### config.mk
export PLATFORM = sky130hd
export DESIGN_NAME = header_assembler
export DESIGN_NICKNAME = d
export VERILOG_FILES = /design/src/rtl/header_assembler.sv
export SDC_FILE = /design/constraint.sdc
export NUM_CORES = 2
export LEC_CHECK = 0
export ABC_AREA = 1
export CAP_MARGIN = 0
export CORE_MARGIN = 3
export CORE_UTILIZATION = 30
export CTS_CLUSTER_DIAMETER = 30
export DETAILED_ROUTE_END_ITERATION = 8
export PLACE_DENSITY_LB_ADDON = 0.05
export SLEW_MARGIN = 20
export SYNTH_ARGS = -nofsm -noshare
export SYNTH_HDL_FRONTEND = slang
export SYNTH_SLANG_ARGS = --single-unit
### constraint.sdc
create_clock -name clock -period 1.4 [get_ports clock]
set_input_delay 0.21 -clock clock [delete_from_list [all_inputs] [get_ports clock]]
set_output_delay 0.21 -clock clock [all_outputs]
set_load 0.01 [all_outputs]
### src/rtl/header_assembler.sv
// header_assembler: frames the host UART byte stream into an 80-byte block header, published atomically.
// Optional idle timer that discards stale partial frames is enabled by defining HDR_TIMEOUT_EN.
module header_assembler #(
    parameter int HEADER_BYTES   = 80,
    parameter int TIMEOUT_CYCLES = 50_000_000
) (
    input  logic                      clock,
    input  logic                      reset,
    input  logic [7:0]                rx_data,
    input  logic                      rx_valid,
    input  logic                      flush,
    output logic [8*HEADER_BYTES-1:0] block_header,
    output logic                      header_valid,
    output logic                      header_loaded,
    output logic                      busy,
    output logic [31:0]               byte_count,
    output logic                      timeout
);
    localparam int W     = 8 * HEADER_BYTES;
    localparam int IDX_W = (HEADER_BYTES > 1) ? $clog2(HEADER_BYTES) : 1;
    localparam logic [IDX_W-1:0] IDX_LAST = IDX_W'(HEADER_BYTES - 1);

    if (HEADER_BYTES < 2 || TIMEOUT_CYCLES < 1) begin : g_bad_params
        $error("header_assembler: HEADER_BYTES must be >= 2 and TIMEOUT_CYCLES >= 1");
    end

    // The oldest byte always falls off on the next shift, so only the newest W-8 bits are kept.
    logic [W-9:0]     shreg;
    logic [W-1:0]     shifted;
    logic [IDX_W-1:0] idx;
    logic [IDX_W-1:0] idx_next;
    logic             accept;
    logic             frame_done;
    logic             expire;

    assign accept     = rx_valid && !flush;
    assign shifted    = {shreg, rx_data};
    assign frame_done = accept && (idx == IDX_LAST);

`ifdef HDR_TIMEOUT_EN
    localparam logic [31:0] IDLE_LAST = 32'(TIMEOUT_CYCLES - 1);

    logic [31:0] idle;
    logic [31:0] idle_next;

    // An arriving byte or a flush takes precedence over an expiring timer.
    assign expire = !flush && !rx_valid && (idx != '0) && (idle == IDLE_LAST);

    always_comb begin
        idle_next = idle;
        if (flush || rx_valid || expire || (idx == '0)) begin
            idle_next = '0;
        end else begin
            idle_next = idle + 32'd1;
        end
    end

    always_ff @(posedge clock) begin
        if (reset) begin
            idle <= '0;
        end else begin
            idle <= idle_next;
        end
    end
`else
    assign expire = 1'b0;
`endif

    always_comb begin
        idx_next = idx;
        if (flush || expire || frame_done) begin
            idx_next = '0;
        end else if (accept) begin
            idx_next = idx + IDX_W'(1);
        end
    end

    always_ff @(posedge clock) begin
        if (reset) begin
            shreg         <= '0;
            idx           <= '0;
            block_header  <= '0;
            header_valid  <= 1'b0;
            header_loaded <= 1'b0;
            busy          <= 1'b0;
            byte_count    <= '0;
            timeout       <= 1'b0;
        end else begin
            if (accept) begin
                shreg      <= shifted[W-9:0];
                byte_count <= byte_count + 32'd1;
            end
            if (frame_done) begin
                block_header  <= shifted;
                header_loaded <= 1'b1;
            end
            idx          <= idx_next;
            header_valid <= frame_done;
            busy         <= (idx_next != '0);
            timeout      <= expire;
        end
    end
endmodule

Word level (Yosys, flattened, before mapping)
Cells that the tools add are included.
{"block": "word_totals", "wordCells": 17, "register_bits": 1314, "mem_count": 0, "out_inout_bits": 676, "in_bits": 12, "latchBits": 0, "ram_bits": 0, "mem_bits_ro": 0}
{"block": "classes", "reduce_logical": 5, "n_addsub": 2, "eq_ne": 1, "shifts": 0, "n_bitwise": 0, "n_mux": 2, "n_mul": 0, "order_cmp": 0, "div": 0}
{"cell": "32-bit by 1-bit adder with 32-bit output (second input constant)", "n": 1}
{"cell": "7-bit two-way mux", "n": 2}
{"cell": "7-bit by 1-bit adder with 7-bit output (second input constant)", "n": 1}
{"cell": "7-bit equality test (second input constant)", "n": 1}
{"cell": "7-bit nonzero test", "n": 1}
{"cell": "1-bit logical AND", "n": 2}
{"cell": "1-bit logical NOT", "n": 1}
{"cell": "1-bit logical OR", "n": 1}

Depth between registers and ports, before layout
{"block": "logic_depth", "depth_word": 6, "ltp_mapped": 11}

Worst setup path before layout
OpenSTA, ideal clock, no wires.
{"block": "synth_timing", "path_kind": "flip-flop to flip-flop", "startpoint": "register byte_count[0]", "endpoint": "register byte_count[18]", "synth_period_minus_slack_ns": 1.598, "path_buffers": 0, "t_arrival_ns": 1.485, "slack_ns": -0.198, "setup_ns": 0.113, "path_stages_with_launch": 11, "path_cell_list": "dfxtp_1 -> ha_1 -> nand3_1 -> nor2_2 -> nand2_1 -> nor2_1 -> inv_2 -> nor2_1 -> nand2_1 -> nand2_1 -> nor2_1"}
{"block": "synth_between", "elab_chain_len": 1}
{"item": "from (decl)", "line": "16", "text": "output logic [31:0] byte_count,"}
{"item": "from (signal assigned)", "line": "91", "text": "byte_count <= byte_count + 32'd1;"}
{"item": "32-bit by 1-bit adder with 32-bit output", "line": "91"}
Every way passes these cells.
A chain may end at the register's enable or synchronous reset.

Worst setup path after layout
{"block": "layout_timing", "startpoint": "register idx[1]", "endpoint": "register block_header[195]"}
{"block": "layout_between", "elab_chain_len": 2}
{"item": "from (decl)", "line": "30", "text": "logic [IDX_W-1:0] idx;"}
{"item": "from (signal assigned)", "line": "97", "text": "idx <= idx_next;"}
{"item": "7-bit equality test", "line": "38", "text": "assign frame_done = accept && (idx == IDX_LAST);"}
{"item": "1-bit logical AND", "line": "38"}
{"item": "to (signal assigned)", "line": "94", "text": "block_header <= shifted;"}
{"item": "to (decl)", "line": "12", "text": "output logic [8*HEADER_BYTES-1:0] block_header,"}
Every way passes these cells.

==> metrics.cfg <==
[global_route]
grt_pass1_wl_um = 251700
grt_max_degree = 93
track_usage_pct = 20.50
grt_pass1_vias = 41710
antenna_found_initial = 4
gr-total-overflow = 0

[yosys]
synth_edf_count = 0
yosys-top-cells-area = dfxtp_1, nor2_1, o21ai_0
yosys.area.top_type = dfxtp_1
synth.avg_cell_area_sq_um = 7.777
yosysMostFrequentCell = nor2_1
synthMuxAreaShare_pct = 0
ys_dominant_reg_cell = dfxtp_1
ys_async_sr_fraction_pct = 0
yosys.area_share.simple_pct = 22.80
syn_area_sq_um = 45570
synth_cell_types = 25
synth_top_family_by_area = simple AND/OR/NAND/NOR gates
synth_top_area_share_pct = 57.73
synth_compound_area_share_pct = 14.40
yosys_warnings = 0
syn_inst = 5859
synth_commonest_cells = nor2_1, dfxtp_1, o21ai_0, o21ai_1, clkbuf_1
synth-xor-area-share_pct = 0.07688
synthesis.nets = 5873
ys_seq_area_share_pct = 57.73
synthAdderAreaFrac_pct = 0.05492
synth-seq-cells = 1314

[worst_setup_path]
critical_path_required_ns = 2.14
worst_r2r_path_depth = 10
cp_max_fo = 11
start_kind = flop
r2r-end = block_header[195]$_SDFFE_PP0P_
ff2ff_setup_slack_ns = -0.44
critical_path_class = reg2reg
worstPathArrival_ns = 2.58
endpoint_kind = flop
r2r-start = idx[1]$_SDFF_PP0_
crit_path_end = block_header[195]$_SDFFE_PP0P_
crit_start = idx[1]$_SDFF_PP0_

[placement]
dpl.hpwl_um = 111600
gp_congestion = 0.8133
io_buffers = 686
placed_cells = 8469
dp_slack_ns = -0.7944

[route]
vias = 42240
finalWirelength_um = 172200
detail_route.first_pass.iterations = 7
drc = 0
drt_iter0_drc = 2341
viasPerCell = 4.592
wl_per_cell_um = 18.72
ant_nets = 0

[layout]
syn_to_final_growth_pct = 62.35
final_core_util_pct = 49.22
final_nets = 6937
nFillCells = 14620
multi_input_area_sq_um = 18160
layout-drive-gt1-share_pct = 35.97
instances_no_fill = 9200
regArea_sq_um = 27460

[floorplan]
coreArea_sq_um = 150300
die_h_um = 395.7
rows = 142
fp.dieW_um = 395.7
die_area_sq_um = 156600
ioPinCount = 688
initial_core_util_pct = 30.32

[sta]
worst_slack_ns = -0.4366
fin_tns_setup_ns = -279.42
slew_violations = 0
finalHoldViolations = 0
report.final.setup_viol = 1340
post-route-min-period_ns = 1.837
fmax_mhz = 544.5
fin_skew_ns = 0.06023
finalCritPeriodShare_pct = 131.2
holdWs_ns = 0.09918
rsz0062_at_grt = true

[pwr]
power_density_nw_per_um2 = 1681
power.leakage_uw = 0.03033
ir_worst_vdd_mv = 1.148

[clock_tree]
clk_transition_reported_paths_ns = 0.05
clockBufferDepth = 4
cts_tree = yes
clk_latency_ns = 0.87
cts_root_buffer = clkbuf_16
htree_num_levels = 5
clkSinkCount = 1314
numCtsBuffers = 345

[status]
status = finished, violations left
violations = setup timing

[flow_run]
cap_violations = 0

[hold_path]
hold_class = in2reg

==> worst min-delay path by stage <==
stage,startpoint,cells after the start,end,slack (ns)
after floorplan,rx_data[0],2,block_header[0]$_SDFFE_PP0P_,0.38
after detailed placement,block_header[311]$_SDFFE_PP0P_,2,block_header[311]$_SDFFE_PP0P_,0.47
final,rx_data[4],3,block_header[4]$_SDFFE_PP0P_,0.1
after global placement,header_loaded$_SDFFE_PP0P_,2,header_loaded$_SDFFE_PP0P_,0.46
after CTS,rx_data[4],3,block_header[4]$_SDFFE_PP0P_,0.01
after global routing,rx_data[7],3,block_header[7]$_SDFFE_PP0P_,0.1
==> per-layer routing <==
metal | vias to the layer above | wire length [um] | share of wire (%) | GRT usage (%)
met5 | - | 11 | 0.0064 | 0
met4 | 2 | 5725 | 3.3 | 7.979
met3 | 341 | 12110 | 7.0 | 6.432
met2 | 1064 | 78000 | 45 | 32.34
met1 | 19680 | 76390 | 44 | 26.09
li1 | 21160 | - | - | -
==> cell type report <==
class | instances | share of cell area (%)
Inverter | 56 | 0.3214
Tap cell | 2016 | 3.410
Clock inverter | 145 | 2.797
Clock buffer | 460 | 13.31
Antenna cell | 3 | 0.01015
Multi-Input combinational cell | 4061 | 24.55
Sequential cell | 1314 | 37.12
Timing Repair Buffer | 1145 | 18.48
==> worst max-delay path: stages (launching register included) <==
cell,delay (ns)
dfxtp_2,0.34
ha_4,0.13
nand3_4,0.07
nor2_4,0.22
nand2_8,0.11
buf_12,0.19
buf_4,0.16
clkbuf_16,0.15
o21ai_2,0.12
buf_4,0.15
nor2_1,0.04
==> report_power, final <==
part	switching (uW)	internal, uW	leakage, uW
clock network	22900	57600	0.00583
registers	1100	38400	0.0111
logic	2680	1710	0.0134
total	26700	97700	0.0303
==> cells by family after synthesis <==
group	Yosys count
XOR/XNOR	4
AO/OA/AOI/OAI	1309
adder cells (fa/ha/maj)	2
other	1
flip-flops	1314
AND/OR/NAND/NOR	2743
buffers and inverters	486
==> state kept, by name, summed over array words and instances (netlist names) <==
signal,cells
header_valid,1
shreg,632
idx,7
busy,1
header_loaded,1
byte_count,32
block_header,640
==> metrics by stage <==
stage / power (uW) / instance area (sq um)
floorplan: 42750 / 45620
global placement: 44670 / 56590
detailed placement: 44700 / 56590
CTS: 125700 / 72140
global route: 128800 / 73970
finish: 124400 / 73980
==> cells in the final DEF, fill, tap and decap left out, types with 34 or more instances in the layout <==
| cell type | instances |
|---|---|
| buf_6 | 708 |
| nor2_4 | 37 |
| clkbuf_16 | 379 |
| bufinv_16 | 49 |
| buf_4 | 262 |
| dfxtp_4 | 128 |
| buf_12 | 86 |
| buf_16 | 36 |
| clkbuf_1 | 46 |
| dfxtp_2 | 541 |
| o21ai_2 | 111 |
| o21ai_1 | 488 |
| nor2_2 | 34 |
| o21ai_0 | 673 |
| inv_1 | 50 |
| dfxtp_1 | 645 |
| clkinv_2 | 61 |
| nand2_1 | 82 |
| clkbuf_8 | 61 |
| nor2_1 | 2540 |
==> timing repair <==
item                                   4_1_cts  5_1_grt
resized for setup                         4370      274
setup endpoints to repair                 1347     1350
setup buffers                               60       10
gates cloned                                20       36
pin swaps                                   11       92
hold buffers                                 4        0
endpoints found under the hold margin        5        0
(Power assumes the default switching activity.)
